==> src/rtl/ifu_prefetch_pkg.sv <==
// Shared constants and entry layout for the instruction prefetch unit.
package ifu_prefetch_pkg;

    localparam logic [4:0] EXC_ADEL    = 5'd4;
    localparam logic [5:0] ERET_OPCODE = 6'b010000;
    localparam logic [5:0] ERET_FUNCT  = 6'b011000;

    typedef struct packed {
        logic [31:0] pc;
        logic [31:0] ins;
        logic        exc;
        logic [4:0]  exc_type;
        logic        eret;
    } ifu_entry_t;

    localparam int ENTRY_W = $bits(ifu_entry_t);

    function automatic logic is_eret(input logic [31:0] ins);
        return (ins[31:26] == ERET_OPCODE) && ins[25] && (ins[5:0] == ERET_FUNCT);
    endfunction

endpackage

==> src/rtl/ifu_queue.sv <==
// DEPTH-entry synchronous FIFO of tagged fetch entries; head is read straight from storage.
module ifu_queue
    import ifu_prefetch_pkg::*;
#(
    parameter int DEPTH = 4
) (
    input  logic                     clk,
    input  logic                     rst,
    input  logic                     flush,
    input  logic                     push,
    input  ifu_entry_t               push_data,
    input  logic                     pop,
    output ifu_entry_t               head,
    output logic [$clog2(DEPTH):0]   count
);

    localparam int AW = $clog2(DEPTH);

    logic [AW-1:0] wr_ptr_reg;
    logic [AW-1:0] rd_ptr_reg;
    logic [AW:0]   count_reg;
    ifu_entry_t    entries [DEPTH];

    generate
        for (genvar gi = 0; gi < DEPTH; gi++) begin : gen_entry
            ifu_entry_t entry_reg;
            always_ff @(posedge clk) begin
                if (push && !flush && !rst && (wr_ptr_reg == AW'(gi))) begin
                    entry_reg <= push_data;
                end
            end
            assign entries[gi] = entry_reg;
        end
    endgenerate

    always_ff @(posedge clk) begin
        if (rst || flush) begin
            wr_ptr_reg <= '0;
            rd_ptr_reg <= '0;
            count_reg  <= '0;
        end else begin
            if (push) begin
                wr_ptr_reg <= wr_ptr_reg + AW'(1);
            end
            if (pop) begin
                rd_ptr_reg <= rd_ptr_reg + AW'(1);
            end
            case ({push, pop})
                2'b10:   count_reg <= count_reg + (AW+1)'(1);
                2'b01:   count_reg <= count_reg - (AW+1)'(1);
                default: count_reg <= count_reg;
            endcase
        end
    end

    assign head  = entries[rd_ptr_reg];
    assign count = count_reg;

endmodule

==> src/rtl/ifu_prefetch.sv <==
// Instruction fetch unit: PC sequencer, AdEL/eret tagging and a prefetch queue toward decode.
// Optional macro IFU_FETCH_HALT_EN stops fetching after enqueuing an exception or eret entry.
module ifu_prefetch
    import ifu_prefetch_pkg::*;
#(
    parameter logic [31:0] RESET_PC   = 32'h0000_3000,
    parameter logic [31:0] IMEM_BASE  = 32'h0000_3000,
    parameter logic [31:0] IMEM_LIMIT = 32'h0000_6FFF,
    parameter int          DEPTH      = 4
) (
    input  logic        clk,
    input  logic        rst,
    output logic [31:0] ins_addr,
    output logic        ins_req,
    input  logic [31:0] ins_rd,
    input  logic        redirect,
    input  logic [31:0] redirect_pc,
    output logic        out_valid,
    input  logic        out_ready,
    output logic [31:0] out_pc,
    output logic [31:0] out_ins,
    output logic        out_exc,
    output logic [4:0]  out_exc_type,
    output logic        out_eret
);

    localparam int CW = $clog2(DEPTH) + 1;

    logic [31:0]   pc_reg;
    logic          halted;
    logic [CW-1:0] count;
    logic          addr_err;
    logic          fetch;
    logic          pop;
    logic          nonempty;
    ifu_entry_t    fetch_entry;
    ifu_entry_t    head;

    assign addr_err = (pc_reg[1:0] != 2'b00) || (pc_reg < IMEM_BASE) || (pc_reg > IMEM_LIMIT);

    always_comb begin
        fetch_entry          = '0;
        fetch_entry.pc       = pc_reg;
        fetch_entry.exc      = addr_err;
        fetch_entry.exc_type = addr_err ? EXC_ADEL : 5'd0;
        fetch_entry.ins      = addr_err ? 32'd0 : ins_rd;
        fetch_entry.eret     = !addr_err && is_eret(ins_rd);
    end

    // A full queue blocks fetch even when decode drains it this cycle.
    assign fetch    = !rst && !redirect && (count < CW'(DEPTH)) && !halted;
    assign nonempty = (count != '0);
    assign pop      = out_valid && out_ready;

    always_ff @(posedge clk) begin
        if (rst) begin
            pc_reg <= RESET_PC;
        end else if (redirect) begin
            pc_reg <= redirect_pc;
        end else if (fetch) begin
            pc_reg <= pc_reg + 32'd4;
        end
    end

`ifdef IFU_FETCH_HALT_EN
    logic halted_reg;
    always_ff @(posedge clk) begin
        if (rst || redirect) begin
            halted_reg <= 1'b0;
        end else if (fetch && (fetch_entry.exc || fetch_entry.eret)) begin
            halted_reg <= 1'b1;
        end
    end
    assign halted = halted_reg;
`else
    assign halted = 1'b0;
`endif

    ifu_queue #(.DEPTH(DEPTH)) u_queue (
        .clk       (clk),
        .rst       (rst),
        .flush     (redirect),
        .push      (fetch),
        .push_data (fetch_entry),
        .pop       (pop),
        .head      (head),
        .count     (count)
    );

    assign ins_addr     = pc_reg;
    assign ins_req      = fetch;
    assign out_valid    = nonempty && !redirect;
    assign out_pc       = nonempty ? head.pc       : 32'd0;
    assign out_ins      = nonempty ? head.ins      : 32'd0;
    assign out_exc      = nonempty ? head.exc      : 1'b0;
    assign out_exc_type = nonempty ? head.exc_type : 5'd0;
    assign out_eret     = nonempty ? head.eret     : 1'b0;

endmodule

==> config.mk <==
export PLATFORM = sky130hd
export DESIGN_NAME = ifu_prefetch
export DESIGN_NICKNAME = d
export VERILOG_FILES = /design/src/rtl/ifu_prefetch_pkg.sv /design/src/rtl/ifu_queue.sv /design/src/rtl/ifu_prefetch.sv
export SDC_FILE = /design/constraint.sdc
export NUM_CORES = 1
export LEC_CHECK = 0
export ABC_AREA = 1
export BUFFER_PORTS_ARGS = -buffer_cell sky130_fd_sc_hd__buf_2
export CAP_MARGIN = 20
export CORE_MARGIN = 1.5
export CORE_UTILIZATION = 40
export CTS_BUF_LIST = sky130_fd_sc_hd__clkbuf_16
export DETAILED_ROUTE_END_ITERATION = 6
export PLACE_DENSITY = 0.64
export SETUP_SLACK_MARGIN = 0.2
export SLEW_MARGIN = 30
export SYNTH_ARGS = -nofsm -noshare
export SYNTH_HDL_FRONTEND = slang
export SYNTH_HIERARCHICAL = 1
export SYNTH_SLANG_ARGS = --single-unit
export TNS_END_PERCENT = 1
==> constraint.sdc <==
create_clock -name clk -period 12.1 [get_ports clk]
set_input_delay 1.21 -clock clk [delete_from_list [all_inputs] [get_ports clk]]
set_output_delay 1.21 -clock clk [all_outputs]
set_load 0.03 [all_outputs]
== Word level (Yosys, flattened, before mapping) ==
Index checks and enable logic that the tools add are counted.

* Flip-flop bits (word level): 323
* Word-level logic and storage cells: 78
* Input port bits: 68
* Output and inout port bits: 105

* Eq/ne operators: 7
* Muxes and demuxes: 13
* Magnitude comparators: 4
* Bitwise gates (word level): 1
* Add/sub/neg operators: 5
* Reductions and logical operators: 24

{| class="wikitable"
|+ Operator list
! kind !! count
|-
| two-way mux 32 bit || 5
|-
| binary-select mux 71 bit (select 2 bit) || 1
|-
| two-way mux 71 bit || 2
|-
| adder 32 x 3 -> 32 bit (second input constant) || 1
|-
| greater-than comparator 32 x 15 -> 1 bit (second input constant) || 1
|-
| less-than comparator 32 x 14 -> 1 bit (second input constant) || 1
|-
| logical AND 1 bit || 13
|-
| equality test 6 x 5 -> 1 bit (second input constant) || 2
|-
| equality test 2 bit (second input constant) || 3
|-
| one-hot mux 3 bit (2 select lines) || 1
|-
| nonzero test 2 bit || 3
|-
| two-way mux 5 bit || 1
|-
| adder 2 x 1 -> 2 bit (second input constant) || 2
|-
| equality test 2 x 1 -> 1 bit (second input constant) || 2
|-
| adder 3 x 1 -> 3 bit (second input constant) || 1
|-
| >= comparator 3 bit (second input constant) || 1
|-
| zero test 1 bit || 3
|-
| logical OR 1 bit || 3
|-
| less-than comparator 3 bit (second input constant) || 1
|-
| two-way mux 3 bit || 1
|-
| NOT 2 -> 3 bit || 1
|-
| nonzero test 3 bit || 1
|-
| subtractor 3 x 1 -> 3 bit (second input constant) || 1
|-
| zero test 2 bit || 1
|-
| two-way mux 1 bit || 2
|}

== Logic depth before layout (Yosys ltp) ==
Gate-level depths: netlist of run 1.

* Depth in word-level cells: 6
* Gate-level depth with buffers: 11

== Modules after synthesis ==
The synthesis of run 1 kept the hierarchy.

{| class="wikitable"
|+ By module, submodules not included
! module !! area an instance (um^2) !! cells each !! times used
|-
| ifu_queue || 10941.7 || 740 || 1
|-
| ifu_prefetch || 3432.0 || 637 || 1
|}

== Least setup slack after synthesis of run 1 ==
Ideal clock, no wire load.

* Kind: input -> register
* From: input redirect
* To: register u_queue.gen_entry[3].entry_reg, in the netlist u_queue/entries[0] (enable)
* Path slack: 6.640 ns
* Stages: 5
* Arrival: 4.959 ns
* Data required time: 11.599 ns
* Path through: nor3_4 buf_4 buf_4 nand2_1 nor2_1

* Cells in the longest elaborated chain, start to end: 6

{| class="wikitable"
|+ RTL lines
! what !! line !! RTL
|-
| from (decl) || ifu_prefetch.sv:16 || <nowiki>input logic redirect,</nowiki>
|-
| zero test 1 bit || ifu_prefetch.sv:51 || <nowiki>assign fetch = !rst && !redirect && (count < CW'(DEPTH)) && !halted;</nowiki>
|-
| logical AND 1 bit (2 in a row) || ifu_prefetch.sv:51 ||
|-
| via ins_req || ifu_prefetch.sv:14 || <nowiki>output logic ins_req,</nowiki>
|-
| logical AND 1 bit (3 in a row) || ifu_queue.sv:28 || <nowiki>if (push && !flush && !rst && (wr_ptr_reg == AW'(gi))) begin</nowiki>
|-
| to (signal assigned) || ifu_queue.sv:29 || <nowiki>entry_reg <= push_data;</nowiki>
|-
| to (decl) || ifu_queue.sv:26 || <nowiki>ifu_entry_t entry_reg;</nowiki>
|}

The timed path passes the listed nets, and every way through them passes these cells.
A chain may end at the register's enable or synchronous reset.

==> reports/qor.txt, run 1 <==
Fin crit period: 4430 ps
CP Cell Sequence: inv_4 > buf_4 > o21ai_0 > o22ai_1 > inv_1 > nor2_1 > buf_2
Synthesized area per cell: 10.4 um2
Crit path DAT: 3220 ps
CP max FO: 90
Startpoint of the worst hold path: u_queue/wr_ptr_reg[1]$_SDFFE_PP0P_
Worst-path clk slew: 60 ps
DP Wirelength: 20,600 um
Share of cells above drive strength 1: 17.4%
Placed cell count: 1,933
CTS Hold Bufs: 0
Pre-Repair DR Iteration Count: 5
Slew Viols, Final: 0
Pin count of the biggest net entering global routing: 95
Yosys warns: 6
Max reg flops: 284
Area of the mapped netlist: 14,400 um2
Area growth syn-to-layout: 13.8%
Core area: 35,500 um2
Sw Ratio: 23.5%
Setup-failing EPs final: 0
Fmax: 226 MHz
Crit path from: u_queue/rd_ptr_reg[0]$_SDFFE_PP0P_
Diode count: 0
Comb power frac: 6.5%
H-Tree Depth: 2
Num rows: 69
Drt drc: 0
Post-synth EDFFs: 284
Async S/R FF share, synth: 0%
Int Power: 1.81 mW
Critical-path top delay cell: buf_4
Initial Util: 40.5%
Worst Setup End Kind: primary output
Sink Count: 323
Post-CTS Setup Bufs: 0
Worst r2r src: u_queue/count[2]$_SDFFE_PP0P_
Fin nets: 1,585
CTS Buffer Depth: 3
Leak pwr: 6.43 nW
Initial antenna violation count: 0
GPL Wtd Cong: 0.879
Post-synthesis cell count: 1,377
Clock Power Share: 40.7%
CP Class: flip-flop to primary output
Top_reg_cell synth: edfxtp_1
Clock Latency Late Sink: 530 ps
Cell variety after synth: 44
Switching pwr: 0.556 mW
Peak supply drop: 89.3 uV
Max Clock Skew: 19.7 ps
Number of global-route vias before repair: 9,716
Clock root cell: clkbuf_16
Final Hold Fails: 0
Vias/cell: 5.11
Final Cycle Share: 36.6%
DR WL/cell: 17.3 um
Number of gates resized after cts: 0
Worst Tran Pin Value: 943 ps
Register share of total power: 52.9%
Worst min-delay path category: flip-flop to flip-flop
Die area: 37,100 um2
Status: complete, no violations
Critical Path Start Type: flip-flop
Port Buffer Count: 172
Global-route usage over all layers: 18.6%
Global-route wire length before repair: 53,300 um
Worst Path Required: 10,890 ps
DR vias: 10,200
Worst path max stage delay: 790 ps
Number of DRC markers in iteration 0: 889
Die width: 193 um
Die Y: 193 um
Max-cap violations: 0
Final std cells w/o fill: 1,995
Ports: 173
Final antenna-violating net count: 0
TritonCTS clock tree: yes
Cts bufs inserted: 36
GR Overflow Total: 0
Seq/Total Area, Yosys: 64.8%
Slew margin rel.: 37.1%
Routed WL: 34,600 um
RSZ-0062 raised after global routing: false
FF+latch count, synth: 323
Fin Setup TNS: 0 ps
Pwr dens: 145 nW/um2
==> final timing paths <==
path,end,slack [ps],cells after the start
setup reg to reg,u_queue/count[2]$_SDFFE_PP0P_,8810,10
hold / removal,u_queue/wr_ptr_reg[1]$_SDFFE_PP0P_,540,2
setup / recovery,out_ins[25],7670,7
hold reg to reg,u_queue/wr_ptr_reg[1]$_SDFFE_PP0P_,540,2
==> worst max-delay path, delay by kind of cell (launching register included) <==
family | cells | cell delay (ps)
DFF | 1 | 510
buffers and inverters | 4 | 1550
and+or+nand+nor | 1 | 240
AOI/OAI and AO/OA | 2 | 330
==> per-layer routing <==
| metal | track usage, % | vias to the layer above | share of wire (%) |
|---|---|---|---|
| met2 | 30.1 | 379 | 47 |
| met4 | 4.77 | 0 | 1.7 |
| met5 | 0 | - | 0 |
| li1 | - | 4923 | - |
| met3 | 3.06 | 41 | 7.1 |
| met1 | 26.1 | 4848 | 44 |
==> cells in the mapped netlist, types with 5 or more instances <==
library cell  number  area [um2]
a21oi_1           30         150
a22oi_1            5        37.5
buf_2             27         135
buf_4             36         270
buf_6             18         203
clkbuf_1          20        75.1
dfxtp_1           39         781
edfxtp_1         284        8530
ha_1               6        75.1
inv_1            144         541
inv_2              5        18.8
nand2_1          116         435
nand3_1           38         190
nor2_1           307        1150
nor2_2            11        68.8
nor2_4             7        78.8
nor3_1             5        25.0
nor4_1             6        37.5
o21ai_0          144         721
o21ai_1           19        95.1
o22ai_1           75         469
==> layout by cell type, fill, tap and decap left out, drive strengths merged, types with 4 or more instances in the layout <==
master	instances
a211oi	4
a21oi	31
a22oi	5
buf	182
clkbuf	36
clkinv	16
conb	16
dfxtp	39
edfxtp	284
ha	6
inv	160
nand2	120
nand3	38
nand4	5
nor2	325
nor3	7
nor4	6
o21ai	163
o22ai	75
==> final cells by class <==
type | instances | area, um2
sequential | 323 | 9310
timing repair buffer | 182 | 951
inverter | 150 | 566
clock buffer | 36 | 901
tap | 461 | 577
multi-input combinational | 817 | 3900
fill | 3334 | 19100
clock inverter | 26 | 148
==> power by group through the flow <==
stage	clock network, mW	registers [mW]	logic [mW]
after floorplan	0	1.26	0.116
after global placement	0	1.27	0.152
after detailed placement	0	1.27	0.153
after CTS	0.985	1.25	0.154
after global routing	1.03	1.25	0.168
final	0.961	1.25	0.153
==> metrics by stage <==
stage	hold WS [ps]	power, mW	util [%]	instance area [um2]	setup WS, ps
2_1_floorplan	490	1.38	-	14400	6640
3_3_place_gp	506	1.42	43.1	15300	8260
3_5_place_dp	534	1.43	43.1	15300	8250
4_1_cts	543	2.39	46.1	16400	7670
5_1_grt	565	2.45	46.1	16400	7410
6_report	545	2.36	46.1	16400	7670
==> cells by family (layout without fill, tap and decap cells) <==
| logic type | count (synthesis) | count (layout) | synth area share (%) |
|---|---|---|---|
| flip-flops | 323 | 323 | 64.8 |
| adder cells (fa/ha/maj) | 7 | 7 | 0.662 |
| buffers and inverters | 252 | 394 | 8.77 |
| AND/OR/NAND/NOR | 506 | 506 | 14.7 |
| other | 1 | 16 | 0.0261 |
| AO/OA/AOI/OAI | 287 | 287 | 11.0 |
| XOR/XNOR | 1 | 1 | 0.0609 |
Power figures use the tool's default switching activity.
==> inputs of run 2 (changes only) <==
--- a/config.mk
+++ b/config.mk
@@ -12,7 +12,7 @@
 export CORE_UTILIZATION = 40
 export CTS_BUF_LIST = sky130_fd_sc_hd__clkbuf_16
 export DETAILED_ROUTE_END_ITERATION = 6
-export PLACE_DENSITY = 0.64
+export PLACE_DENSITY = 0.67
 export SETUP_SLACK_MARGIN = 0.2
 export SLEW_MARGIN = 30
 export SYNTH_ARGS = -nofsm -noshare
==> constraint.sdc (replaced) <==
create_clock -name clk -period 4 [get_ports clk]
set_input_delay 0.4 -clock clk [delete_from_list [all_inputs] [get_ports clk]]
set_output_delay 0.4 -clock clk [all_outputs]
set_load 0.03 [all_outputs]
==> reports/qor.txt, run 2 (synthesized netlist as in run 1, its figures left out) <==
Leak pwr: 6.49 nW
Die width: 193 um
Cts bufs inserted: 36
Slew margin rel.: 41.4%
Setup-failing EPs final: 0
Final Cycle Share: 86.6%
Sink Count: 323
R2R depth: 7
Initial antenna violation count: 0
Fin crit period: 3460 ps
Worst path max stage delay: 790 ps
Number of gates resized after cts: 0
Worst Path Required: 3600 ps
Critical-path top delay cell: buf_4
Die Y: 193 um
Number of DRC markers in iteration 0: 639
Routed WL: 35,100 um
CP Cell Sequence: buf_4 > o21ai_0 > o22ai_1 > inv_1 > nor2_1 > buf_2
WP buf/inv: 3
Area growth syn-to-layout: 14.9%
Number of global-route vias before repair: 9,804
Global-route usage over all layers: 18.7%
Drt drc: 0
CTS Buffer Depth: 3
Post-CTS Setup Bufs: 0
Clock root cell: clkbuf_16
Slew Viols, Final: 0
Cell Area, Placed: 15,400 um2
GR Overflow Total: 0
Final antenna-violating net count: 0
Worst-path clk slew: 50 ps
Initial Util: 40.5%
Startpoint of the worst hold path: redirect_pc[0]
Fin Setup TNS: 0 ps
Crit path max-delay family: buffers and inverters
Global-route wire length before repair: 53,300 um
Diode count: 0
Worst Setup End Kind: primary output
Worst hold path endpoint: ins_addr[0]$_SDFFE_PP0P_
Vias/cell: 5.16
Hold path depth: 3
Worst reg2reg setup slack: 1510 ps
TritonCTS clock tree: yes
DR WL/cell: 17.5 um
Status: complete, no violations
Die area: 37,100 um2
Final Hold Fails: 0
GPL Wtd Cong: 0.871
Core area: 35,500 um2
Max-cap violations: 0
CP max FO: 86
Num rows: 69
CP Class: flip-flop to primary output
RSZ-0062 raised after global routing: false
Worst Tran Pin Value: 879 ps
Ports: 173
Share of cells above drive strength 1: 18.0%
Clock Latency Late Sink: 510 ps
Port Buffer Count: 172
Crit path DAT: 3060 ps
H-Tree Depth: 2
CTS Hold Bufs: 0
Max reg flops: 284
Final Cell Area: 16,500 um2
Critical Path Start Type: flip-flop
Peak supply drop: 226 uV
Fmax: 289 MHz
Pre-Repair DR Iteration Count: 4
Pin count of the biggest net entering global routing: 87
Most frequent cells in the layout: 303 x nor2_1, 284 x edfxtp_1, 172 x buf_2
Max Clock Skew: 15.0 ps
Worst r2r src: ins_addr[14]$_SDFFE_PP0N_
Reg-to-Reg End: u_queue/entries[21]$_DFFE_PP_
Fin nets: 1,591
DR vias: 10,300
Pwr dens: 446 nW/um2
Worst min-delay path category: input port to flip-flop
Commonest non-fill, non-tap cell in the layout: nor2_1
Final hold slack: 145 ps
DP Wirelength: 20,800 um
run 2: cell count changes in the layout (fill, tap and decap cells not counted), sizes merged:
cell,change
inv,-1
clkbuf,+2
buf,+6
bufinv,+2
clkinv,-5
clkinvlp,+4
run 2: through the flow:
stage | total power, mW | utilization, % | std cells | worst slack (ps)
after global routing | 7.62 | 46.6 | 2003 | 301
after CTS | 7.44 | 46.6 | 2003 | 546
after floorplan | 4.16 | - | 1392 | -650
final | 7.38 | 46.6 | 2003 | 537
after detailed placement | 4.31 | 43.4 | 1939 | 1100
after global placement | 4.31 | 43.4 | 1939 | 1040
run 2: worst register-to-register path, stage by stage, from the launching register on:
cell and delay (ps):
dfxtp_1 640, inv_1 170, a21oi_1 180, nand3_1 110
a21oi_2 160, nand4_4 360, buf_4 420, nor2_1 250
run 2: layout make-up:
type / count / area, um2
clock buffer: 38 / 951
clock inverter: 26 / 188
fill: 3262 / 19000
inverter: 150 / 566
multi-input combinational: 817 / 3900
sequential: 323 / 9310
tap: 461 / 577
timing repair buffer: 188 / 1030
run 2: worst max-delay path by stage:
stage | from | to | slack, ps | cells past startpoint
detailed placement | u_queue/rd_ptr_reg[0]$_SDFFE_PP0P_ | out_pc[13] | 1100 | 6
global route | u_queue/rd_ptr_reg[0]$_SDFFE_PP0P_ | out_pc[13] | 300 | 6
global placement | u_queue/rd_ptr_reg[0]$_SDFFE_PP0P_ | out_pc[13] | 1040 | 6
CTS | u_queue/rd_ptr_reg[0]$_SDFFE_PP0P_ | out_pc[13] | 550 | 6
finish | u_queue/rd_ptr_reg[0]$_SDFFE_PP0P_ | out_pc[13] | 540 | 6
floorplan | redirect | u_queue/entries[0]$_DFFE_PP_ | -650 | 5
run 2: per-layer routing:
layer  up-vias  share of wire, %  track usage (%)
li1       4936                 -                -
met1      4985                44             24.6
met2       363                47             32.1
met3        53               6.8             3.04
met4         0               1.9             5.01
met5         -                 0                0
run 2: where the power goes:
part	switching (mW)	internal [mW]	total, mW
registers	0.0800	3.70	3.78
clock network	1.29	1.85	3.14
logic	0.330	0.134	0.464
total	1.70	5.68	7.38
==> inputs of run 3 (changes only) <==
--- a/config.mk
+++ b/config.mk
@@ -14,6 +14,7 @@
 export DETAILED_ROUTE_END_ITERATION = 6
 export PLACE_DENSITY = 0.67
 export SETUP_SLACK_MARGIN = 0.2
+export SKIP_CTS_REPAIR_TIMING = 1
 export SLEW_MARGIN = 30
 export SYNTH_ARGS = -nofsm -noshare
 export SYNTH_HDL_FRONTEND = slang
==> constraint.sdc (replaced) <==
create_clock -name clk -period 4 [get_ports clk]
set_input_delay 0.6 -clock clk [delete_from_list [all_inputs] [get_ports clk]]
set_output_delay 0.6 -clock clk [all_outputs]
set_load 0.03 [all_outputs]
==> reports/qor.txt, run 3 (synthesized netlist as in run 1, its figures left out) <==
CP Cell Sequence: inv_4 > buf_4 > o21ai_0 > o22ai_1 > inv_1 > nor2_1 > buf_2
DR WL/cell: 17.2 um
Placed cell count: 1,940
Critical-path top delay cell: dfxtp_4
Sink Count: 323
Worst-path clk slew: 60 ps
Max-cap violations: 0
Setup WS pre-CTS: 1100 ps
Worst Tran Pin Value: 843 ps
Final antenna-violating net count: 0
Worst r2r src: ins_addr[14]$_SDFFE_PP0N_
Global-route wire length before repair: 53,100 um
Initial antenna violation count: 0
Routed WL: 34,400 um
Number of global-route vias before repair: 9,769
Worst reg2reg setup slack: 1550 ps
Pwr dens: 444 nW/um2
Leak pwr: 6.48 nW
Slew margin rel.: 43.8%
Clock root cell: clkbuf_16
Crit path max-delay family: buffers and inverters
Hold path depth: 3
Die Y: 193 um
Pre-Repair DR Iteration Count: 5
Final Cycle Share: 84.1%
Peak supply drop: 252 uV
WP buf/inv: 4
Fin Setup TNS: 0 ps
Worst path max stage delay: 540 ps
Fmax: 297 MHz
H-Tree Depth: 2
Max Clock Skew: 13.0 ps
Commonest non-fill, non-tap cell in the layout: nor2_1
DP Wirelength: 20,700 um
Reg-to-Reg End: u_queue/entries[14]$_DFFE_PP_
DR vias: 10,200
Final Total Pwr: 7.33 mW
Status: complete, no violations
Number of DRC markers in iteration 0: 637
CP Class: flip-flop to primary output
GPL Wtd Cong: 0.864
Fin crit period: 3360 ps
Cts bufs inserted: 36
Initial Util: 40.5%
Die area: 37,100 um2
Cell Area, Placed: 15,400 um2
Final Cell Area: 16,500 um2
Critical Path Start Type: flip-flop
Final Hold Fails: 0
Crit path from: u_queue/rd_ptr_reg[0]$_SDFFE_PP0P_
GR Overflow Total: 0
Vias/cell: 5.10
Pin count of the biggest net entering global routing: 73
Fin nets: 1,592
Max reg flops: 284
Final Core Density: 46.5%
Worst hold path endpoint: ins_addr[1]$_SDFFE_PP0P_
TritonCTS clock tree: yes
Worst min-delay path category: input port to flip-flop
Clock Latency Late Sink: 500 ps
Startpoint of the worst hold path: redirect_pc[1]
CTS Buffer Depth: 3
Num rows: 69
Slew Viols, Final: 0
Worst setup margin: 637 ps
CP max FO: 69
Crit path DAT: 2760 ps
Port Buffer Count: 172
Final std cells w/o fill: 2,001
Share of cells above drive strength 1: 17.6%
Core area: 35,500 um2
Worst Setup End Kind: primary output
Final hold slack: 346 ps
Worst Path Required: 3400 ps
R2R depth: 7
Drt drc: 0
Ports: 173
Global-route usage over all layers: 18.5%
Fill cell count: 3,262
Die width: 193 um
Setup-failing EPs final: 0
Area growth syn-to-layout: 14.9%
RSZ-0062 raised after global routing: false
Most frequent cells in the layout: 303 x nor2_1, 284 x edfxtp_1, 172 x buf_2
==> run 3: cell types whose count changed in the layout (fill, tap and decap cells not counted), sizes merged <==
cell / before / now
clkbuf: 38 / 37
diode: 0 / 1
bufinv: 2 / 3
buf: 188 / 189
clkinvlp: 4 / 1
clkinv: 11 / 14
inv: 159 / 155
==> run 3: layout make-up <==
cell class | instances | area (um2) | share of cell area [%]
clock inverters | 23 | 171 | 1.04
flip-flops and latches | 323 | 9310 | 56.4
inverters | 150 | 566 | 3.42
diodes | 1 | 2.50 | 0.0152
clock buffers | 37 | 926 | 5.61
well taps | 461 | 577 | 3.49
multi-input cells | 817 | 3900 | 23.6
repair buffers | 189 | 1060 | 6.44
==> run 3: worst max path at each step <==
stage,endpoint,cells after the start,slack (ps)
floorplan,u_queue/entries[0]$_DFFE_PP_,5,-850
CTS,out_ins[28],7,550
global route,out_ins[28],7,400
finish,out_ins[28],7,640
global placement,out_ins[28],7,1140
detailed placement,out_ins[28],7,1100
==> run 3: per-layer routing <==
metal  share of wire [%]  global-route usage, %
met3                 6.9                   2.86
met4                 1.9                   5.07
met1                  44                   25.0
met5                   0                      0
met2                  47                   31.0
==> run 3: tightest hold or removal path, delay by kind of cell <==
family                 cells  cell delay [ps]
and+or+nand+nor            2              120
buffers and inverters      1               90
==> run 3: where the power goes <==
part / switching [mW] / internal (mW)
logic: 0.329 / 0.135
clock network: 1.24 / 1.85
registers: 0.0795 / 3.70
total: 1.64 / 5.68
